$ cat src/rtl/alu_pkg.sv
// Shared ALU encodings and the multiply sequencer state type.
// Every block that drives the shared ALU imports this package.
package alu_pkg;

  localparam logic [1:0] ALU_ADD   = 2'b00;
  localparam logic [1:0] ALU_ANDB  = 2'b01;
  localparam logic [1:0] ALU_XOR   = 2'b10;
  localparam logic [1:0] ALU_SHIFT = 2'b11;

  localparam logic [1:0] BR_ZERO  = 2'b00;
  localparam logic [1:0] BR_NEG   = 2'b01;
  localparam logic [1:0] BR_CARRY = 2'b10;
  localparam logic [1:0] BR_OVF   = 2'b11;

  typedef enum logic [1:0] {
    MS_IDLE = 2'd0,
    MS_PP   = 2'd1,
    MS_ACC  = 2'd2,
    MS_DONE = 2'd3
  } mul_state_e;

endpackage

$ cat src/rtl/mul_seq.sv
// 8x8 unsigned shift-and-add multiplier that borrows the core's shared ALU
// for the partial-product AND and the accumulate add, one bit per PP/ACC pair.
module mul_seq
  import alu_pkg::*;
(
  input  logic        clk,
  input  logic        rst_n,
  input  logic        req_valid,
  output logic        req_ready,
  input  logic [7:0]  op_a,
  input  logic [7:0]  op_b,
  output logic        rsp_valid,
  input  logic        rsp_ready,
  output logic [15:0] product,
  input  logic        flush,
  output logic        alu_own,
  output logic [7:0]  alu_in1,
  output logic [7:0]  alu_in2,
  output logic [1:0]  alu_op,
  output logic        alu_sub,
  output logic        alu_branch,
  output logic        alu_shift_left,
  output logic [1:0]  alu_branch_sel,
  input  logic [7:0]  alu_result
);

  mul_state_e state_reg, state_next;
  logic [2:0] cnt_reg, cnt_next;
  logic [7:0] mcand_reg, mcand_next;
  logic [7:0] mplier_reg, mplier_next;
  logic [7:0] hi_reg, hi_next;
  logic [7:0] pp_reg, pp_next;
  logic       carry;

  // The shared ALU has no carry-out port, so recover it from wraparound.
  assign carry = (alu_result < hi_reg);

  always_comb begin
    state_next  = state_reg;
    cnt_next    = cnt_reg;
    mcand_next  = mcand_reg;
    mplier_next = mplier_reg;
    hi_next     = hi_reg;
    pp_next     = pp_reg;
    if (flush) begin
      state_next = MS_IDLE;
    end else begin
      case (state_reg)
        MS_IDLE: begin
          if (req_valid) begin
            mcand_next  = op_a;
            mplier_next = op_b;
            hi_next     = 8'd0;
            cnt_next    = 3'd0;
            state_next  = MS_PP;
          end
        end
        MS_PP: begin
          pp_next    = alu_result;
          state_next = MS_ACC;
        end
        MS_ACC: begin
          // Low product bits shift into the vacated top of the multiplier.
          hi_next     = {carry, alu_result[7:1]};
          mplier_next = {alu_result[0], mplier_reg[7:1]};
          cnt_next    = cnt_reg + 3'd1;
          state_next  = (cnt_reg == 3'd7) ? MS_DONE : MS_PP;
        end
        MS_DONE: begin
          if (rsp_ready) state_next = MS_IDLE;
        end
        default: state_next = MS_IDLE;
      endcase
    end
  end

  always_ff @(posedge clk or negedge rst_n) begin
    if (!rst_n) begin
      state_reg  <= MS_IDLE;
      cnt_reg    <= 3'd0;
      mcand_reg  <= 8'd0;
      mplier_reg <= 8'd0;
      hi_reg     <= 8'd0;
      pp_reg     <= 8'd0;
    end else begin
      state_reg  <= state_next;
      cnt_reg    <= cnt_next;
      mcand_reg  <= mcand_next;
      mplier_reg <= mplier_next;
      hi_reg     <= hi_next;
      pp_reg     <= pp_next;
    end
  end

  assign req_ready = (state_reg == MS_IDLE);
  assign rsp_valid = (state_reg == MS_DONE);
  assign product   = (state_reg == MS_DONE) ? {hi_reg, mplier_reg} : 16'd0;

  assign alu_own = (state_reg == MS_PP) || (state_reg == MS_ACC);
  assign alu_op  = (state_reg == MS_PP) ? ALU_ANDB : ALU_ADD;

  always_comb begin
    alu_in1 = 8'd0;
    alu_in2 = 8'd0;
    case (state_reg)
      MS_PP: begin
        alu_in1 = mcand_reg;
        alu_in2 = {7'd0, mplier_reg[0]};
      end
      MS_ACC: begin
        alu_in1 = hi_reg;
        alu_in2 = pp_reg;
      end
      default: begin
        alu_in1 = 8'd0;
        alu_in2 = 8'd0;
      end
    endcase
  end

  // Subtract, branch-flag and shifter paths are never used by this sequencer.
  assign alu_sub        = 1'b0;
  assign alu_branch     = 1'b0;
  assign alu_shift_left = 1'b0;
  assign alu_branch_sel = BR_ZERO;

endmodule

$ cat config.mk
export PLATFORM = sky130hd
export DESIGN_NAME = mul_seq
export DESIGN_NICKNAME = d
export VERILOG_FILES = /design/src/rtl/alu_pkg.sv /design/src/rtl/mul_seq.sv
export SDC_FILE = /design/constraint.sdc
export NUM_CORES = 1
export LEC_CHECK = 0
export CORE_MARGIN = 5
export CORE_UTILIZATION = 49
export CTS_CLUSTER_SIZE = 8
export DETAILED_ROUTE_END_ITERATION = 8
export PLACE_DENSITY = 0.82
export SLEW_MARGIN = 20
export SYNTH_ARGS = -nofsm -noshare
export SYNTH_HDL_FRONTEND = slang
export SYNTH_SLANG_ARGS = --single-unit
$ cat constraint.sdc
create_clock -name clk -period 3.3 [get_ports clk]
set_clock_uncertainty 0.1 [all_clocks]
set_input_delay 0.33 -clock clk [delete_from_list [all_inputs] [get_ports clk]]
set_output_delay 0.33 -clock clk [all_outputs]
set_load 0.01 [all_outputs]
---- Yosys cells after proc, flatten, opt, wreduce, memory -nomap -nowiden ----
Index checks and enable logic that the tools add are counted.
storage, ports and cells
  register bits ........................... 37
  logic and storage cells ................. 38
cells by class
  $add $sub $neg .......................... 1
  magnitude comparators ................... 1
  eq/ne operators ......................... 7
  muxes and demuxes ....................... 15
  bitwise operators ....................... 1
  reductions and logical operators ........ 7
operator list
  kind                                                                   count
  8-bit case mux with 2 select lines                                     4
  16-bit 2-to-1 mux                                                      1
  8-bit 2-to-1 mux                                                       2
  8-bit < comparator                                                     1
  2-bit 2-to-1 mux                                                       4
  2-bit case mux with 4 select lines                                     1
  3-bit case mux with 2 select lines                                     1
  3-bit AND reduction                                                    2
  2-bit equality test, second input constant                             2
  2-bit AND reduction                                                    2
  3-bit by 1-bit adder with 3-bit output, second input constant          1
  3-bit equality test, second input constant                             1
  3-bit 2-to-1 mux                                                       1
  3-bit by 1-bit != test with 1-bit output, second input constant        1
  3-bit by 2-bit != test with 1-bit output, second input constant        1
  2-bit by 1-bit equality test with 1-bit output, second input constant  1
  2-bit zero test                                                        1
  2-bit != test, second input constant                                   1
  2-bit nonzero test                                                     1
  1-bit logical OR                                                       1
  1-bit 2-to-1 mux                                                       1
  1-bit NOT                                                              1

---- Logic depth before layout (Yosys ltp) ----
Gate-level depths: netlist of run 1.
  depth in word-level cells ............... 4
  gate-level depth with buffers ........... 8
  mapped depth without buffers ............ 6

---- Least setup slack after synthesis of run 1 ----
OpenSTA, ideal clock, no wires.
  path type ............................... reg2reg
  from .................................... reg state_reg[0]
  to ...................................... reg cnt_reg[0]
  library setup time ...................... 0.132 ns
  arrival ................................. 1.583 ns
  required time ........................... 3.068 ns
  setup slack ............................. 1.485 ns
  stages on the path, launching flop included .. 9
  period minus slack after synthesis ...... 1.815 ns
  cell sequence ........................... dfrtp_1 inv_1 ha_1 nor2b_1 or3_4 buf_6 buf_6 nand2_1 o21ai_1
between the ends
  longest elaborated chain between the ends .. 3
  elaborated cells on any way between the ends .. 6
  classes of those cells .................. eq/ne (2); mux (1); reduce/logical (3)
ends and longest elaborated chain
  element                                                                      RTL line       source
  from (decl)                                                                  mul_seq.sv:27  mul_state_e state_reg, state_next;
  from (signal assigned)                                                       mul_seq.sv:86  state_reg <= state_next;
  2-bit zero test (*)                                                          n/a
  named net req_ready                                                          mul_seq.sv:9   output logic req_ready,
  2-bit != test (no source line) / 2-bit nonzero test (equally long branches)  n/a
  3-bit AND reduction (no source line)                                         n/a
  to (signal assigned)                                                         mul_seq.sv:87  cnt_reg <= cnt_next;
  to (decl)                                                                    mul_seq.sv:28  logic [2:0] cnt_reg, cnt_next;
Mark *: on every way through the listed nets, which the timed path passes. The rest lies on a longest branch.
A chain may end at the register's enable or synchronous reset.

---- Worst setup path after layout of run 1 ----
  from .................................... reg state_reg[0]
  to ...................................... out alu_in2[6]
between the ends
  longest elaborated chain between the ends .. 2
  elaborated cells on any way between the ends .. 3
  classes of those cells .................. eq/ne (2); mux (1)
ends and longest elaborated chain
  element                                                                                       RTL line        source
  2-bit equality test / 2-bit by 1-bit equality test with 1-bit output (equally long branches)  mul_seq.sv:105  case (state_reg)
  8-bit case mux with 2 select lines (*)                                                        mul_seq.sv:105
  to (decl)                                                                                     mul_seq.sv:18   output logic [7:0] alu_in2,
Every way passes the cells marked *; elsewhere a longest branch is shown, timed or not.

==> results.sh, run 1 <==
export IMPL_place_congestion=0.789
export IMPL_cts_sinks=37
export IMPL_critPathRequiredTime_ps=2870
export IMPL_post_route_period_util_pct=80.8
export IMPL_die_width_um=75.8
export IMPL_worstSetupEndpointType="primary output"
export IMPL_clock_latency_ps=280
export IMPL_worstPathArrival_ps=2240
export IMPL_path_delay_family="buffers and inverters"
export IMPL_rows=24
export IMPL_htreeDepth=2
export IMPL_die_area_um2=5750
export IMPL_totalWireLength_um=4750
export IMPL_hpwl_um=3530
export IMPL_yosysSeqAreaShare_pct=43.6
export IMPL_cts_setup_buffers=0
export IMPL_synth_top_cell_by_area="dfrtp_1"
export IMPL_relSlewSlack_pct=45.0
export IMPL_power_frac_comb_pct=34.8
export IMPL_cp_start_kind="flop"
export IMPL_drive_above_1_share_pct=10.5
export IMPL_instances_no_fill=328
export IMPL_num_vias=1670
export IMPL_start_util_pct=49.8
export IMPL_p_leak_nw=1.19
export IMPL_io_buffer_count=64
export IMPL_min_path_type="in -> async"
export IMPL_synthArstFlopShare_pct=100
export IMPL_drtPass1Iterations=4
export IMPL_grt_pass1_wl_um=7650
export IMPL_ys_flop_type="dfrtp_1"
export IMPL_drtAntennaViolNets=0
export IMPL_grt_max_degree=40
export IMPL_power_density_nw_per_um2=640
export IMPL_cp_cell_sequence="inv_1 -> ha_1 -> buf_4 -> and2_1 -> clkdlybuf4s50_1"
export IMPL_synth_distinct_cells=30
export IMPL_drcViolationCount=0
export IMPL_cts_buffers=5
export IMPL_areaGrowthSynthToFinish_pct=35.6
export IMPL_path_depth=5
export IMPL_tns_ps=0
export IMPL_path_buf_inv=3
export IMPL_root_buffer="clkbuf_8"
export IMPL_max_freq_mhz=375
export IMPL_yosysMostFrequentCell="dfrtp_1"
export IMPL_die_h_um=75.8
export IMPL_reg2reg_depth=6
export IMPL_syn_avg_cell_area_um2=9.92
export IMPL_setup_viol=0
export IMPL_final_hold_viol_count=0
export IMPL_syn_instance_count=214
export IMPL_drv_cap=0
export IMPL_synth_top_area_share_pct=43.6
export IMPL_synth_warnings=0
export IMPL_seqPwrFrac_pct=40.4
export IMPL_clockBufferDepth=2
export IMPL_hold_buffers=0
export IMPL_cts_resized=0
export IMPL_synth_edf_count=0
export IMPL_syn_cell_area_um2=2120
export IMPL_p_int_mw=1.27
export IMPL_clk_pin_slew_ps=80
export IMPL_antenna_found_initial=0
export IMPL_core_um2=4260
export IMPL_clkPwrFrac_pct=24.9
export IMPL_final_nets=317
export IMPL_power_switching_mw=0.568
export IMPL_antennaDiodeCount=0
export IMPL_netlist_top_cells_count="dfrtp_1 (37), nand2_1 (31), and2_1 (23)"
export IMPL_post_route_min_period_ps=2670
export IMPL_grt_setup_unrepaired="false"
export IMPL_synth_seq_cells=37
export IMPL_swShare_pct=30.9
export IMPL_grt_overflow=0
export IMPL_grt_pass1_vias=1620
export IMPL_cp_max_fo=19
export IMPL_cts_tree="built"
export IMPL_finalMaxSlewViolations=0
export IMPL_crit_type="reg -> out"
export IMPL_yosys_top_cells_area="dfrtp_1 (44%), mux2_2 (8.5%), ha_1 (7.7%), and2_1 (6.8%), nand2_1 (5.5%)"
export IMPL_outcome="complete, no violations"
export IMPL_cp_slowest_cell="clkdlybuf4s50_1"
export IMPL_ir_worst_vdd_v=0.000379
export IMPL_p_total_mw=1.84
export IMPL_post_drt_wl_per_cell_um=14.5
export IMPL_via_per_inst=5.09
export IMPL_dpl_cell_count=320
export IMPL_drt_iter0_markers=111
export IMPL_cp_slowest_stage_delay_ps=530
export IMPL_boundaryPins=71
export IMPL_tightest_slew_ps=825
export IMPL_grt_usage_pct=17.5
-- cell type report --
class                           instances  area, um^2
Clock buffer                            5        68.8
Clock inverter                          3        65.1
Fill cell                             344        1390
Inverter                               11        41.3
Multi-Input combinational cell        154        1060
Sequential cell                        37         926
Tap cell                               52        65.1
Timing Repair Buffer                   66         651
-- per-layer routing --
layer  GRT usage, %  wire length (um)
met1           23.6              2220
met2           28.0              2190
met3           3.56               283
met4           5.83                60
met5              0                 0
-- layout by cell type (no fill, tap or decap) --
| cell type | count |
|---|---|
| a211o_1 | 1 |
| a21o_1 | 1 |
| a21oi_1 | 4 |
| a221oi_2 | 1 |
| a22oi_1 | 9 |
| a31oi_1 | 1 |
| and2_1 | 23 |
| buf_2 | 1 |
| buf_4 | 2 |
| bufinv_16 | 2 |
| clkbuf_8 | 5 |
| clkdlybuf4s50_1 | 63 |
| clkinv_2 | 1 |
| conb_1 | 6 |
| dfrtp_1 | 37 |
| ha_1 | 13 |
| inv_1 | 11 |
| mux2_2 | 16 |
| mux2i_1 | 8 |
| nand2_1 | 31 |
| nand2b_1 | 3 |
| nand3_1 | 1 |
| nand3b_1 | 1 |
| nor2_1 | 2 |
| nor2b_1 | 10 |
| nor3_1 | 1 |
| o21a_1 | 1 |
| o21ai_0 | 1 |
| o21ai_1 | 18 |
| or3_4 | 1 |
| xnor2_1 | 1 |
-- cells by family (layout without fill, tap and decap cells) --
kind of cell | Yosys count | in the layout | share of synthesized area (%)
buffers and inverters | 28 | 85 | 7.31
adders and majority gates | 13 | 13 | 7.67
AOI/OAI and AO/OA | 37 | 37 | 10.7
xor gates and xnor gates | 1 | 1 | 0.413
other | 1 | 6 | 0.177
muxes | 24 | 24 | 12.3
DFF | 37 | 37 | 43.6
and+or+nand+nor | 73 | 73 | 17.8
-- path summary, 6_finish.rpt --
check	slack [ps]	startpoint	endpoint
max	630	state_reg[0]	alu_in2[6]
min	50	rst_n	cnt_reg[1]
max reg2reg	1260	state_reg[0]	hi_reg[7]
min reg2reg	410	pp_reg[1]	pp_reg[1]
max in group asynchronous	2540	rst_n	mcand_reg[7]
min in group clk	410	pp_reg[1]	pp_reg[1]
-- power by group through the flow --
| stage | Combinational (mW) | Sequential (mW) | Clock, mW |
|---|---|---|---|
| after floorplan | 0.452 | 0.708 | 0 |
| after global placement | 0.623 | 0.744 | 0 |
| after detailed placement | 0.644 | 0.749 | 0 |
| after CTS | 0.648 | 0.742 | 0.464 |
| after global routing | 0.714 | 0.761 | 0.485 |
| final | 0.640 | 0.743 | 0.457 |
-- through the flow --
stage                     util (%)  hold WS (ps)  worst slack [ps]  area (um^2)
after global routing          67.5           107               512         2880
after CTS                     67.5          68.4               624         2880
final                         67.5          47.8               634         2880
after floorplan                  -         -65.6              1490         2140
after detailed placement      64.3           367               952         2740
after global placement        64.3           368               996         2740
Note: power is estimated with default switching activity, not from simulation.
==> inputs of run 2 (changes only) <==
--- a/config.mk
+++ b/config.mk
@@ -6,10 +6,10 @@
 export NUM_CORES = 1
 export LEC_CHECK = 0
 export CORE_MARGIN = 5
-export CORE_UTILIZATION = 49
+export CORE_UTILIZATION = 41
 export CTS_CLUSTER_SIZE = 8
 export DETAILED_ROUTE_END_ITERATION = 8
-export PLACE_DENSITY = 0.82
+export PLACE_DENSITY = 0.73
 export SLEW_MARGIN = 20
 export SYNTH_ARGS = -nofsm -noshare
 export SYNTH_HDL_FRONTEND = slang
==> constraint.sdc (replaced) <==
create_clock -name clk -period 2.27 [get_ports clk]
set_clock_uncertainty 0.1 [all_clocks]
set_input_delay 0.227 -clock clk [delete_from_list [all_inputs] [get_ports clk]]
set_output_delay 0.227 -clock clk [all_outputs]
set_load 0.01 [all_outputs]
==> results.sh, run 2 (same netlist as run 1, synthesis figures left out) <==
export IMPL_cp_slowest_stage_delay_ps=530
export IMPL_layout_common_cells="clkdlybuf4s50_1 (53), dfrtp_1 (36), nand2_1 (31), and2_1 (23), o21ai_1 (18)"
export IMPL_hold_start="pp_reg[4]"
export IMPL_dpl_cell_count=340
export IMPL_r2r_slack_ps=360
export IMPL_num_vias=1698
export IMPL_relSlewSlack_pct=44.4
export IMPL_drtPass1Iterations=4
export IMPL_grt_usage_pct=15.8
export IMPL_start_util_pct=41.8
export IMPL_antennaDiodeCount=0
export IMPL_drv_cap=0
export IMPL_cts_buffers=5
export IMPL_drive_above_1_share_pct=14.4
export IMPL_die_h_um=81.9
export IMPL_root_buffer="clkbuf_8"
export IMPL_core_um2=5070
export IMPL_max_freq_mhz=458
export IMPL_clock_latency_ps=290
export IMPL_place_congestion=0.748
export IMPL_r2r_end="hi_reg[7]"
export IMPL_min_path_type="reg -> reg"
export IMPL_r2r_start="state_reg[0]"
export IMPL_path_buf_inv=3
export IMPL_layout_commonest_cell="clkdlybuf4s50_1"
export IMPL_grt_pass1_vias=1681
export IMPL_tns_ps=0
export IMPL_post_drt_wl_per_cell_um=13.7
export IMPL_p_leak_nw=1.31
export IMPL_die_area_um2=6710
export IMPL_grt_setup_unrepaired="false"
export IMPL_cts_tree="built"
export IMPL_rows=26
export IMPL_setup_viol=0
export IMPL_post_route_period_util_pct=96.3
export IMPL_antenna_found_initial=0
export IMPL_drtAntennaViolNets=0
export IMPL_hpwl_um=3600
export IMPL_drcViolationCount=0
export IMPL_cp_max_fo=8
export IMPL_totalWireLength_um=4860
export IMPL_post_route_min_period_ps=2180
export IMPL_cp_slowest_cell="clkdlybuf4s50_1"
export IMPL_drt_iter0_markers=47
export IMPL_grt_max_degree=38
export IMPL_finalMaxSlewViolations=0
export IMPL_worstPathArrival_ps=1860
export IMPL_clockBufferDepth=2
export IMPL_cts_sinks=37
export IMPL_power_density_nw_per_um2=848
export IMPL_clk_pin_slew_ps=80
export IMPL_worstSetupEndpointType="primary output"
export IMPL_hold_end="pp_reg[4]"
export IMPL_ir_worst_vdd_v=0.000377
export IMPL_final_hold_viol_count=0
export IMPL_via_per_inst=4.80
export IMPL_grt_pass1_wl_um=8020
export IMPL_die_width_um=81.9
export IMPL_final_nets=325
export IMPL_path_delay_family="buffers and inverters"
export IMPL_cp_start_kind="flop"
export IMPL_grt_overflow=0
export IMPL_crit_type="reg -> out"
export IMPL_cp_cell_sequence="inv_1 -> ha_2 -> buf_6 -> and2_1 -> clkdlybuf4s50_1"
export IMPL_areaGrowthSynthToFinish_pct=38.2
export IMPL_outcome="complete, no violations"
export IMPL_boundaryPins=71
export IMPL_htreeDepth=2
export IMPL_critPathRequiredTime_ps=1940
export IMPL_hold_path_depth=1
export IMPL_reg2reg_depth=6
export IMPL_io_buffer_count=64
export IMPL_instances_no_fill=354
export IMPL_tightest_slew_ps=834
run 2: cell types whose count changed in the layout (fill, tap and decap cells not counted), moves of 2 or more:
cell             change
buf_4                +5
bufinv_16            -2
dlymetal6s2s_1       +5
ha_1                 -4
ha_2                 +4
dlygate4sd2_1        +5
clkdlybuf4s50_1     -10
run 2: routing by layer:
metal	GRT usage (%)	vias up	part of all wire (%)
li1	-	840	-
met1	21.8	801	49
met2	23.9	51	44
met3	3.84	6	5.6
met4	5.81	0	1.6
met5	0	-	0
run 2: where the power goes:
part           total [mW]  switching, mW  internal, mW
registers            1.07          0.162         0.911
logic               0.963          0.439         0.524
clock network       0.452          0.240         0.212
total                2.49          0.841          1.65
run 2: worst register-to-register path, cell delays in order (launching register included):
cell and delay [ps]:
dfrtp_2 420, inv_1 90, ha_2 200, nor2b_1 150
or3_4 460, nor3_1 280, a221oi_2 90
run 2: how the worst max path moves through the flow:
| stage | startpoint | to | slack [ps] | depth (start not counted) |
|---|---|---|---|---|
| floorplan | state_reg[0] | cnt_reg[0] | 460 | 8 |
| global placement | state_reg[1] | alu_in2[0] | 190 | 5 |
| detailed placement | state_reg[1] | alu_in1[7] | 200 | 5 |
| CTS | state_reg[0] | alu_in2[2] | -20 | 5 |
| global route | state_reg[0] | alu_in2[5] | 1 | 5 |
| finish | state_reg[0] | alu_in2[4] | 90 | 5 |
run 2: cell type report:
cell class | instances | area [um^2]
Multi-Input combinational cell | 154 | 1070
Inverter | 11 | 41.3
Tap cell | 70 | 87.6
Timing Repair Buffer | 74 | 721
Sequential cell | 37 | 927
Clock inverter | 3 | 17.5
Clock buffer | 5 | 68.8
Fill cell | 470 | 2140
run 2: stage by stage:
stage	worst slack [ps]	util [%]	hold slack (ps)	power, mW	area [um^2]
3_5_place_dp	202	54.8	275	2.03	2780
5_1_grt	0.959	57.8	427	2.68	2930
6_report	85.1	57.8	403	2.49	2930
2_1_floorplan	455	-	-169	1.69	2140
3_3_place_gp	194	54.8	270	2.00	2780
4_1_cts	-17.8	56.7	407	2.48	2880
run 2: what timing repair did:
item                                    4_1_cts  5_1_grt
gates cloned                                  0        1
hold endpoints to repair                     37        0
buffers inserted                              0        4
hold buffers                                  1        0
endpoints found under the setup margin       32       11
gates resized for setup                       9        7
==> inputs of run 3 (changes only) <==
--- a/config.mk
+++ b/config.mk
@@ -10,7 +10,7 @@
 export CTS_CLUSTER_SIZE = 8
 export DETAILED_ROUTE_END_ITERATION = 8
 export PLACE_DENSITY = 0.73
-export SLEW_MARGIN = 20
+export SLEW_MARGIN = 25
 export SYNTH_ARGS = -nofsm -noshare
 export SYNTH_HDL_FRONTEND = slang
 export SYNTH_SLANG_ARGS = --single-unit
==> results of run 3 <==
Same layout as run 2: the final DEF is identical, and so are final timing and power.
==> patch (config.mk and constraints of run 1) <==
Take the reset off `pp_reg` and load it in a clocked block of its own.
--- a/src/rtl/mul_seq.sv
+++ b/src/rtl/mul_seq.sv
@@ -83,3 +83,2 @@
       hi_reg     <= 8'd0;
-      pp_reg     <= 8'd0;
     end else begin
@@ -90,4 +89,7 @@
       hi_reg     <= hi_next;
-      pp_reg     <= pp_next;
     end
+  end
+
+  always_ff @(posedge clk) begin
+    pp_reg <= pp_next;
   end
Check against the original RTL: no difference found for any inputs over 10 cycles, from zero or initial values and one cycle with rst_n low; that may be too few to reach the edited logic, so the function may still have changed.
==> patch against run 1 <==
- wire length down 1.9%
- worst setup slack worse by 0.11 ns
- highest routed layer unchanged
- sequential cell count unchanged
- first-iteration DRC count down 15%
- count of clock-buffer cells in the layout up 1
- total power down 7.2%
- worst hold slack better by 0.28 ns
- area after synthesis down 2.7%
- final area down 1.8%
- maximum frequency down 4.1%
- non-clock buffer count unchanged
==> patch: results (changes against run 1) <==
----------------------------------------------------
[Power and ir drop]
  Clock Power Share ... 25.3% (was 24.9%)
  Pleak ... 1.135 nW (was 1.192 nW)
  VDD IR-drop max ... 0.4258 mV (was 0.3786 mV)
  Net switching power ... 0.0005351 W (was 0.0005681 W)
  Power consumed by combinational cells ... 0.000580 W (was 0.000640 W)

[Global routing]
  All-layer global routing usage ... 17.69% (was 17.47%)
  Routing usage on met3 ... 6.409% (was 3.562%)
  Global-route track usage on met2 ... 29.01% (was 28.04%)
  M1 GR Usage ... 22.05% (was 23.56%)

[Layout]
  Net count of the finished layout ... 309 (was 317)
  Final-layout fill cell count ... 330 (was 344)
  Layout cells sized above 1 ... 7.463% (was 10.51%)

[Logic synthesis]
  Share of flip-flops with an asynchronous set or reset after synthesis ... 78.38% (was 100.0%)
  Post-synthesis sequential area ratio ... 46.76% (was 43.63%)
  Number of flops mapped to enable cells by yosys ... 8 (was 0)
  List of most frequent post-synthesis cells ... sky130_fd_sc_hd__nand2_1 (31), sky130_fd_sc_hd__dfrtp_1 (29), sky130_fd_sc_hd__and2_1 (23) (was sky130_fd_sc_hd__dfrtp_1 (37), sky130_fd_sc_hd__nand2_1 (31), sky130_fd_sc_hd__and2_1 (23))
  Cells taking the most area after synthesis ... sky130_fd_sc_hd__dfrtp_1 (35%), sky130_fd_sc_hd__edfxtp_1 (12%), sky130_fd_sc_hd__ha_1 (7.9%), sky130_fd_sc_hd__and2_1 (7.0%), sky130_fd_sc_hd__nand2_1 (5.6%) (was sky130_fd_sc_hd__dfrtp_1 (44%), sky130_fd_sc_hd__mux2_2 (8.5%), sky130_fd_sc_hd__ha_1 (7.7%), sky130_fd_sc_hd__and2_1 (6.8%), sky130_fd_sc_hd__nand2_1 (5.5%))

[Placement]
  Half-perimeter wire length after placement ... 3444 um (was 3531 um)
  Place WS ... 0.8844 ns (was 0.9522 ns)

[Critical path]
  Data arrival at the endpoint of the critical path ... 2.35 ns (was 2.24 ns)
  Cell depth of the worst flop-to-flop path ... 3 (was 6)
  Setup slack of the most critical reg-to-reg path ... 1.18 ns (was 1.26 ns)
  Endpoint of the worst-slack reg-to-reg timing path ... pp_reg[1]$_DFFE_PP_ (was hi_reg[7]$_DFFE_PN0P_)

[Timing]
  Fin crit share ... 84.23% (was 80.78%)

[Detailed routing]
  Number of vias after detailed routing ... 1614 (was 1670)

[Outcome]
  Run status ... finished, final reports clean (unchanged)

----------------------------------------------------
==> patch: cell count changes in the layout (fill, tap and decap cells not counted) <==
cell                              before  now
sky130_fd_sc_hd__nand2b_1              3    2
sky130_fd_sc_hd__mux2_2               16    8
sky130_fd_sc_hd__edfxtp_1              0    8
sky130_fd_sc_hd__buf_2                 1    0
sky130_fd_sc_hd__nor2b_1              10   11
sky130_fd_sc_hd__dfrtp_1              37   29
sky130_fd_sc_hd__bufinv_16             2    1
sky130_fd_sc_hd__clkdlybuf4s50_1      63   64
sky130_fd_sc_hd__clkbuf_16             0    1
==> patch: logic make-up after synthesis <==
group	count (synthesis)	synth area share (%)
multiplexers	16	8.238
flip-flops	37	46.76
other	1	0.1815
XOR/XNOR	1	0.4241
buffers and inverters	27	7.208
AO/OA/AOI/OAI	37	11.02
AND/OR/NAND/NOR	73	18.29
adder cells (fa/ha/maj)	13	7.874
==> patch: cell type report <==
cell class,instances,share of cell area [%]
clock inverter,2,1.241
timing repair buffer,66,23.22
multi-input combinational,146,34.34
sequential,37,34.20
inverter,11,1.462
tap,50,2.215
clock buffer,6,3.323
==> patch: through the flow <==
| step | std cells | area [um2] | util [%] |
|---|---|---|---|
| final | 318 | 2824 | 69.60 |
| after global routing | 318 | 2824 | 69.60 |
| after CTS | 318 | 2824 | 69.60 |
| after detailed placement | 310 | 2695 | 66.42 |
| after global placement | 310 | 2695 | 66.42 |
| after floorplan | 210 | 2085 | - |
==> patch: routing by layer <==
| metal | vias up | wire length (um) | share of wire, % |
|---|---|---|---|
| met5 | - | 0 | 0 |
| met4 | 0 | 60 | 1.3 |
| met3 | 8 | 365 | 7.8 |
| met2 | 55 | 2271 | 49 |
| met1 | 754 | 1961 | 42 |
| li1 | 797 | - | - |
